**src/rtl/uart_cmd_parser.sv**
```systemverilog
// Parses 5-byte register-write frames (SYNC, ADDR, DLO, DHI, CSUM) from a UART byte stream
// and issues a held write request to a register bank, flagging framing errors.
module uart_cmd_parser #(
    parameter int          TIMEOUT_CLKS = 8680,
    parameter logic [7:0]  SYNC_BYTE    = 8'hA5
) (
    input  logic        clk,
    input  logic        rst_n,
    input  logic        rx_rd,
    input  logic [7:0]  rx_data,
    output logic        reg_wr,
    output logic [6:0]  reg_addr,
    output logic [15:0] reg_wdata,
    input  logic        reg_ack,
    output logic        busy,
    output logic        cmd_err,
    output logic [7:0]  err_cnt
);
    localparam int TW = (TIMEOUT_CLKS > 1) ? $clog2(TIMEOUT_CLKS) : 1;
    localparam logic [TW-1:0] TMO_LAST = TW'(TIMEOUT_CLKS - 1);

    typedef enum logic [2:0] {
        S_SYNC  = 3'd0,
        S_ADDR  = 3'd1,
        S_DLO   = 3'd2,
        S_DHI   = 3'd3,
        S_CSUM  = 3'd4,
        S_WRITE = 3'd5
    } state_t;

    function automatic logic [7:0] csum_step(input logic [7:0] acc, input logic [7:0] b);
        return acc ^ b;
    endfunction

    state_t         state_q, state_d;
    logic [6:0]     addr_q, addr_d;
    logic [15:0]    wdata_q, wdata_d;
    logic [7:0]     csum_q, csum_d;
    logic [TW-1:0]  tmo_q, tmo_d;
    logic [7:0]     err_cnt_q, err_cnt_d;
    logic           reg_wr_q, busy_q, cmd_err_q;
    logic           err_s;

    // Next-state, field capture, checksum and timeout decisions
    always_comb begin
        state_d = state_q;
        addr_d  = addr_q;
        wdata_d = wdata_q;
        csum_d  = csum_q;
        tmo_d   = tmo_q;
        err_s   = 1'b0;
        case (state_q)
            S_SYNC: begin
                tmo_d = '0;
                if (rx_rd && (rx_data == SYNC_BYTE)) begin
                    state_d = S_ADDR;
                    csum_d  = 8'h00;
                end else begin
                    state_d = S_SYNC;
                end
            end
            S_ADDR, S_DLO, S_DHI, S_CSUM: begin
                // An arriving byte always beats an expiring timeout on the same edge
                if (rx_rd) begin
                    tmo_d = '0;
                    case (state_q)
                        S_ADDR: begin
                            if (rx_data[7]) begin
                                err_s   = 1'b1;
                                state_d = S_SYNC;
                            end else begin
                                addr_d  = rx_data[6:0];
                                csum_d  = csum_step(csum_q, rx_data);
                                state_d = S_DLO;
                            end
                        end
                        S_DLO: begin
                            wdata_d[7:0] = rx_data;
                            csum_d       = csum_step(csum_q, rx_data);
                            state_d      = S_DHI;
                        end
                        S_DHI: begin
                            wdata_d[15:8] = rx_data;
                            csum_d        = csum_step(csum_q, rx_data);
                            state_d       = S_CSUM;
                        end
                        S_CSUM: begin
                            if (rx_data == csum_q) begin
                                state_d = S_WRITE;
                            end else begin
                                err_s   = 1'b1;
                                state_d = S_SYNC;
                            end
                        end
                        default: state_d = S_SYNC;
                    endcase
                end else if (tmo_q == TMO_LAST) begin
                    err_s   = 1'b1;
                    tmo_d   = '0;
                    state_d = S_SYNC;
                end else begin
                    tmo_d = tmo_q + TW'(1);
                end
            end
            S_WRITE: begin
                tmo_d = '0;
                err_s = rx_rd;
                if (reg_ack) begin
                    state_d = S_SYNC;
                end else begin
                    state_d = S_WRITE;
                end
            end
            default: state_d = S_SYNC;
        endcase

        if (err_s && (err_cnt_q != 8'hFF)) begin
            err_cnt_d = err_cnt_q + 8'd1;
        end else begin
            err_cnt_d = err_cnt_q;
        end
    end

    // State, datapath and registered outputs
    always_ff @(posedge clk or negedge rst_n) begin
        if (!rst_n) begin
            state_q   <= S_SYNC;
            addr_q    <= 7'd0;
            wdata_q   <= 16'd0;
            csum_q    <= 8'd0;
            tmo_q     <= '0;
            err_cnt_q <= 8'd0;
            reg_wr_q  <= 1'b0;
            busy_q    <= 1'b0;
            cmd_err_q <= 1'b0;
        end else begin
            state_q   <= state_d;
            addr_q    <= addr_d;
            wdata_q   <= wdata_d;
            csum_q    <= csum_d;
            tmo_q     <= tmo_d;
            err_cnt_q <= err_cnt_d;
            reg_wr_q  <= (state_d == S_WRITE);
            busy_q    <= (state_d != S_SYNC);
            cmd_err_q <= err_s;
        end
    end

    assign reg_wr    = reg_wr_q;
    assign reg_addr  = addr_q;
    assign reg_wdata = wdata_q;
    assign busy      = busy_q;
    assign cmd_err   = cmd_err_q;
    assign err_cnt   = err_cnt_q;
endmodule

```
**config.mk**
```make
export PLATFORM = sky130hd
export DESIGN_NAME = uart_cmd_parser
export DESIGN_NICKNAME = d
export VERILOG_FILES = /design/src/rtl/uart_cmd_parser.sv
export SDC_FILE = /design/constraint.sdc
export NUM_CORES = 1
export LEC_CHECK = 0
export CORE_MARGIN = 5
export CORE_UTILIZATION = 40
export DETAILED_ROUTE_END_ITERATION = 10
export PLACE_DENSITY_LB_ADDON = 0.1
export SYNTH_ARGS = -nofsm -noshare
export SYNTH_HDL_FRONTEND = slang
export SYNTH_SLANG_ARGS = --single-unit
```
**constraint.sdc**
```tcl
create_clock -name clk -period 2.4 [get_ports clk]
set_input_delay 0.72 -clock clk [delete_from_list [all_inputs] [get_ports clk]]
set_output_delay 0.72 -clock clk [all_outputs]
set_load 0.05 [all_outputs]
```
==> results.py, run 1 <==
metrics = {
    "outcome": {
        "run_status": "finished clean",
    },
    "synth": {
        "synth_commonest_cells": "dfrtp_1 (59), mux2_2 (23), nand2_1 (21)",
        "ys_warn_count": 0,
        "synthDistinctLibCells": 46,
        "avgSynthCellArea_sq_um": 10.9,
        "ys_seq_area_share_pct": 50.2,
        "syn_area_sq_mm": 0.00294,
        "async_flop_share_pct": 100,
        "syn-num-nets": 283,
        "synth_most_common_cell": "dfrtp_1",
        "synth_area_leaders": "dfrtp_1 (50%), mux2_2 (8.8%), xor2_1 (3.6%)",
        "yosysTopAreaCell": "dfrtp_1",
        "ys_ff_latch": 59,
        "synth_top_area_share_pct": 50.2,
        "ys.flop_type": "dfrtp_1",
        "synth_edf_count": 0,
        "synthCells": 269,
    },
    "sta": {
        "tightest_slew_ps": 552,
        "setup_viol": 0,
        "period_needed_ps": 2370,
        "rsz0062_at_grt": "true",
        "hold_viol": 0,
        "fin_hold_ws_ps": 364,
        "drv_slew": 0,
        "max_freq_mhz": 422,
        "max-slew-margin-rel_pct": 63.2,
        "finalSetupTns_ps": 0,
        "skew_ps": 6.46,
        "finalCritPeriodShare_pct": 98.7,
    },
    "worst_setup_path": {
        "r2r_cells": 7,
        "cpPeakStageDelay_ps": 450,
        "critPathArrivalTime_ps": 2590,
        "worstPathCellList": "clkdlybuf4s50_1 -> xor2_1 -> nor4_4 -> a21boi_2 -> or3_4 -> nand4_1 -> mux2_1",
        "crit_path_start": "rx_data[6]",
        "critical_path.slowest_cell": "clkdlybuf4s50_1",
        "critPathKind": "in -> reg",
        "path_max_fanout": 3,
        "reg2reg_from": "tmo_q[9]$_DFFE_PN0P_",
        "r2r_end": "err_cnt[7]$_DFFE_PN0P_",
        "reg2reg_slack_ps": 360,
        "crit_required_ps": 2620,
        "end_kind": "flip-flop",
        "endpoint": "err_cnt[6]$_DFFE_PN0P_",
        "crit_path_start_kind": "input pin",
    },
    "floorplanning": {
        "dieHeight_um": 95.8,
        "rows": 31,
        "io_pins": 46,
        "die_x_um": 95.8,
        "dieArea_sq_mm": 0.00917,
        "start_util_pct": 40.8,
        "core_area_sq_mm": 0.00721,
    },
    "grt": {
        "grt_pass1_vias": 2172,
        "grt-ovfl-total": 0,
        "grt_pass1_wl_mm": 11.0,
        "grt_max_degree": 27,
        "antenna_found_initial": 0,
        "grt.total_usage_pct": 15.8,
    },
    "power": {
        "swShare_pct": 39.0,
        "seqPwrFrac_pct": 34.9,
        "p_sw_w": 0.00156,
        "leakage_nw": 1.79,
        "p_per_area_mw_per_mm2": 1020,
        "ir_drop_v": 0.000666,
        "p_clk_share_pct": 25.0,
        "p_int_w": 0.00244,
        "comb_power_share_pct": 40.0,
    },
    "route": {
        "drcViolationCount": 0,
        "drt-vias-per-instance": 5.01,
        "wl_per_cell_um": 14.7,
        "drtAntennaViolNets": 0,
        "dr.pass1.iters": 4,
        "num_vias": 2220,
        "dr.first_iter.drc_count": 111,
        "drt_wl_total_mm": 6.53,
    },
    "final_layout": {
        "final_nets": 354,
        "multiInputGateArea_sq_mm": 0.00138,
        "layout-drive-gt1-share_pct": 23.3,
        "finalNonFillerCells": 443,
        "area_growth_pct": 32.7,
        "diodes": 0,
        "n_fill_cell": 662,
        "final-seq-area_sq_mm": 0.00148,
    },
    "place": {
        "place_inst": 428,
        "dp_hpwl_mm": 4.68,
        "gp_congestion": 0.821,
        "port_buffers": 45,
    },
    "clock_tree": {
        "clk_pin_slew_ps": 70,
        "h-tree-depth": 3,
        "clockBufferDepth": 2,
        "clock_latency_ps": 340,
        "root_buffer": "clkbuf_8",
        "cts_tree": "built",
        "cts_setup_buffers": 0,
        "clock_sinks": 59,
        "cts_buffers": 9,
    },
    "run": {
        "max_cap_viol_count": 0,
    },
    "min_path": {
        "hp-class": "in -> async",
    },
}
cells by family (layout without fill, tap and decap cells):
| family | after synthesis | after routing | share of synthesized area (%) |
|---|---|---|---|
| AND/OR/NAND/NOR | 91 | 91 | 18.8 |
| flip-flops | 59 | 59 | 50.2 |
| AO/OA/AOI/OAI | 56 | 56 | 12.5 |
| multiplexers | 25 | 25 | 9.57 |
| buffers and inverters | 21 | 96 | 3.32 |
| XOR/XNOR | 15 | 15 | 4.72 |
| adder cells (fa/ha/maj) | 2 | 2 | 0.850 |
power by group through the flow:
stage / logic (W) / registers, W / clock network [W]
after global placement: 0.00160 / 0.00141 / 0
after detailed placement: 0.00161 / 0.00141 / 0
after CTS: 0.00161 / 0.00140 / 0.00102
after global routing: 0.00170 / 0.00143 / 0.00107
after floorplan: 0.000471 / 0.00200 / 0
final: 0.00160 / 0.00140 / 0.00100
what timing repair did:
item                                    4_1_cts  5_1_grt
pin swaps                                     2        3
endpoints found under the setup margin        1       12
hold buffers                                  0        0
resized for setup                             2        5
sequential cells by signal (all words and copies together), names as in the netlist:
name / count
reg_wr: 1
csum_q: 8
reg_addr: 7
reg_wdata: 16
tmo_q: 14
cmd_err: 1
busy: 1
err_cnt: 8
state_q: 3
area by class of cell:
type,instances,share of cell area [%]
clock inverters,5,1.99
repair buffers,71,17.2
multi-input cells,189,35.4
clock buffers,10,3.52
well taps,99,3.17
inverters,10,0.961
flip-flops and latches,59,37.8
worst min path at each step:
stage / startpoint / end / slack (ps)
floorplan: rst_n / busy$_DFF_PN0_ / 420
global placement: tmo_q[8]$_DFFE_PN0P_ / tmo_q[8]$_DFFE_PN0P_ / 460
detailed placement: tmo_q[13]$_DFFE_PN0P_ / tmo_q[13]$_DFFE_PN0P_ / 470
CTS: rst_n / reg_wdata[8]$_DFFE_PN0P_ / 370
global route: rst_n / reg_wdata[14]$_DFFE_PN0P_ / 380
finish: rst_n / reg_addr[6]$_DFFE_PN0P_ / 360
layer usage:
metal	vias up	part of all wire, %	track usage [%]
li1	1101	-	-
met1	1065	47	20.6
met2	46	48	24.7
met3	8	3.7	4.46
met4	0	1.5	6.40
met5	-	0	0
stage by stage:
step                area [sq um]  setup WS [ps]  utilization (%)  power (W)
global placement            3670           -315             50.9    0.00301
detailed placement          3670           -388             50.9    0.00302
finish                      3910           31.0             54.1    0.00400
floorplan                   2940           94.4                -    0.00247
global route                3910          -44.4             54.1    0.00419
CTS                         3880           26.5             53.9    0.00403
critical path: cells and delay by family:
family / cells / cell delay [ps]
AOI/OAI and AO/OA: 1 / 100
xor gates and xnor gates: 1 / 180
buffers and inverters: 1 / 450
muxes: 1 / 330
and+or+nand+nor: 3 / 810
layout by cell type, fill, tap and decap left out, types with 11 or more instances in the layout:
master | synthesis | layout
mux2_2 | 23 | 23
xor2_1 | 12 | 11
buf_4 | 1 | 24
nand2_1 | 21 | 21
nor2_1 | 11 | 11
clkdlybuf4s50_1 | 0 | 39
o21ai_0 | 12 | 12
dfrtp_1 | 59 | 59
nand3_1 | 14 | 14
(Power assumes the default switching activity.)
==> inputs of run 2 (changes only) <==
Settings changed: SETUP_SLACK_MARGIN from default to 0.15.
Clock period 2.4 ns to 3 ns, I/O delays scaled along.
==> results.py, run 2 (synthesis results as in run 1) <==
metrics = {
    "outcome": {
        "run_status": "finished clean",
    },
    "route": {
        "wl_per_cell_um": 15.0,
        "num_vias": 2200,
        "drt-vias-per-instance": 5.05,
        "drcViolationCount": 0,
        "drtAntennaViolNets": 0,
        "dr.first_iter.drc_count": 77,
        "dr.pass1.iters": 4,
        "drt_wl_total_mm": 6.56,
    },
    "worst_setup_path": {
        "reg2reg_slack_ps": 990,
        "crit_path_start_kind": "input pin",
        "r2r_end": "err_cnt[7]$_DFFE_PN0P_",
        "r2r_cells": 7,
        "critical_path.slowest_cell": "clkdlybuf4s50_1",
        "crit_family": "simple AND/OR/NAND/NOR gates",
        "critPathKind": "in -> reg",
        "crit_required_ps": 3250,
        "path_buf_inv": 2,
        "end_kind": "flip-flop",
        "critPathArrivalTime_ps": 2820,
        "reg2reg_from": "tmo_q[10]$_DFFE_PN0P_",
        "cpPeakStageDelay_ps": 520,
        "path_max_fanout": 8,
        "worstPathCellList": "clkdlybuf4s50_1 -> buf_4 -> and4bb_2 -> nand4_1 -> o21a_1 -> or3_1 -> o22ai_1",
    },
    "final_layout": {
        "final_nets": 346,
        "layout-drive-gt1-share_pct": 21.1,
        "multiInputGateArea_sq_mm": 0.00137,
        "n_fill_cell": 661,
        "layout.cells.most_common": "dfrtp_1",
        "final-seq-area_sq_mm": 0.00148,
        "area_growth_pct": 28.8,
        "diodes": 0,
        "final_cell_mix": "dfrtp_1 (59), clkdlybuf4s50_1 (44), mux2_2 (23), nand2_1 (21), buf_4 (18)",
        "largest_reg_flops": 16,
    },
    "place": {
        "port_buffers": 45,
        "gp_congestion": 0.855,
        "dp_hpwl_mm": 4.55,
    },
    "floorplanning": {
        "dieHeight_um": 95.8,
        "core_area_sq_mm": 0.00721,
        "dieArea_sq_mm": 0.00917,
        "start_util_pct": 40.8,
        "rows": 31,
        "die_x_um": 95.8,
        "io_pins": 46,
    },
    "sta": {
        "finalCritPeriodShare_pct": 85.9,
        "drv_slew": 0,
        "skew_ps": 11.1,
        "tightest_slew_ps": 570,
        "hold_viol": 0,
        "max-slew-margin-rel_pct": 62.0,
        "finalSetupTns_ps": 0,
        "rsz0062_at_grt": "false",
        "max_freq_mhz": 388,
        "fin_hold_ws_ps": 474,
        "period_needed_ps": 2580,
        "setup_viol": 0,
    },
    "power": {
        "swShare_pct": 40.0,
        "p_sw_w": 0.00123,
        "leakage_nw": 1.70,
        "p_int_w": 0.00184,
        "seqPwrFrac_pct": 36.0,
        "comb_power_share_pct": 40.0,
        "ir_drop_v": 0.000445,
        "p_per_area_mw_per_mm2": 811,
        "p_clk_share_pct": 24.0,
    },
    "grt": {
        "grt-ovfl-total": 0,
        "grt.total_usage_pct": 15.6,
        "antenna_found_initial": 0,
        "grt_max_degree": 27,
        "grt_pass1_wl_mm": 10.8,
        "grt_pass1_vias": 2180,
    },
    "min_path": {
        "hp-start": "tmo_q[13]$_DFFE_PN0P_",
        "hold_depth": 1,
        "hp-class": "reg -> reg",
        "hold_end": "tmo_q[13]$_DFFE_PN0P_",
    },
    "clock_tree": {
        "cts_setup_buffers": 0,
        "clock_sinks": 59,
        "cts_buffers": 9,
        "clock_latency_ps": 340,
        "hold_buffers": 0,
        "cts_tree": "built",
        "clockBufferDepth": 2,
        "post_cts_resized": 0,
        "root_buffer": "clkbuf_8",
        "h-tree-depth": 3,
        "clk_pin_slew_ps": 70,
    },
    "run": {
        "max_cap_viol_count": 0,
    },
}
## run 2: cell types whose count changed in the layout (fill, tap and decap cells not counted), moves of 2 or more
cell	before	now
buf_4	24	18
clkdlybuf4s50_1	39	44
dlymetal6s2s_1	3	0
buf_12	2	0
clkinv_4	0	2
dlygate4sd2_1	2	0
## run 2: power groups by stage
stage                     clock network (W)  logic (W)  registers (W)
final                              0.000736    0.00123        0.00111
after floorplan                           0   0.000372        0.00157
after global routing               0.000798    0.00130        0.00114
after global placement                    0    0.00123        0.00112
after CTS                          0.000765    0.00124        0.00111
after detailed placement                  0    0.00124        0.00112
## run 2: how the worst max path moves through the flow
stage,from,to,cells after the start
after floorplan,rx_data[7],err_cnt[6]$_DFFE_PN0P_,7
after global placement,rx_data[2],csum_q[2]$_DFFE_PN0P_,7
after detailed placement,rx_data[2],csum_q[2]$_DFFE_PN0P_,7
after CTS,rx_data[7],err_cnt[6]$_DFFE_PN0P_,7
after global routing,rx_data[7],err_cnt[6]$_DFFE_PN0P_,7
final,rx_data[2],csum_q[5]$_DFFE_PN0P_,7
## run 2: layout make-up
class | instances | share of cell area (%)
Tap cell | 99 | 3.27
Clock buffer | 10 | 3.63
Clock inverter | 6 | 1.72
Multi-Input combinational cell | 189 | 36.1
Inverter | 10 | 0.990
Sequential cell | 59 | 39.0
Timing Repair Buffer | 63 | 15.3
## run 2: metal layers
layer / track usage, % / vias up / share of wire (%)
met5: 0 / - / 0
met4: 7.23 / 0 / 1.7
met3: 4.46 / 11 / 4.7
met2: 24.8 / 44 / 49
met1: 19.7 / 1062 / 45
li1: - / 1083 / -
## run 2: worst reg2reg max path, cell delays in order, from the launching register on
cell,delay (ps)
dfrtp_1,440
nor4b_2,390
nand4_1,170
nor3_2,290
o31ai_4,90
buf_4,170
nor4_2,230
xor2_1,160
## run 2: per-stage QoR
step / std cells / setup slack (ps) / area (sq um) / power, W / util, %
2_1_floorplan: 269 / 514 / 2940 / 0.00194 / -
3_3_place_gp: 420 / 89.8 / 3590 / 0.00235 / 49.7
3_5_place_dp: 420 / 77.4 / 3590 / 0.00236 / 49.7
4_1_cts: 436 / 434 / 3790 / 0.00311 / 52.5
5_1_grt: 436 / 317 / 3790 / 0.00323 / 52.5
6_report: 436 / 423 / 3790 / 0.00307 / 52.5
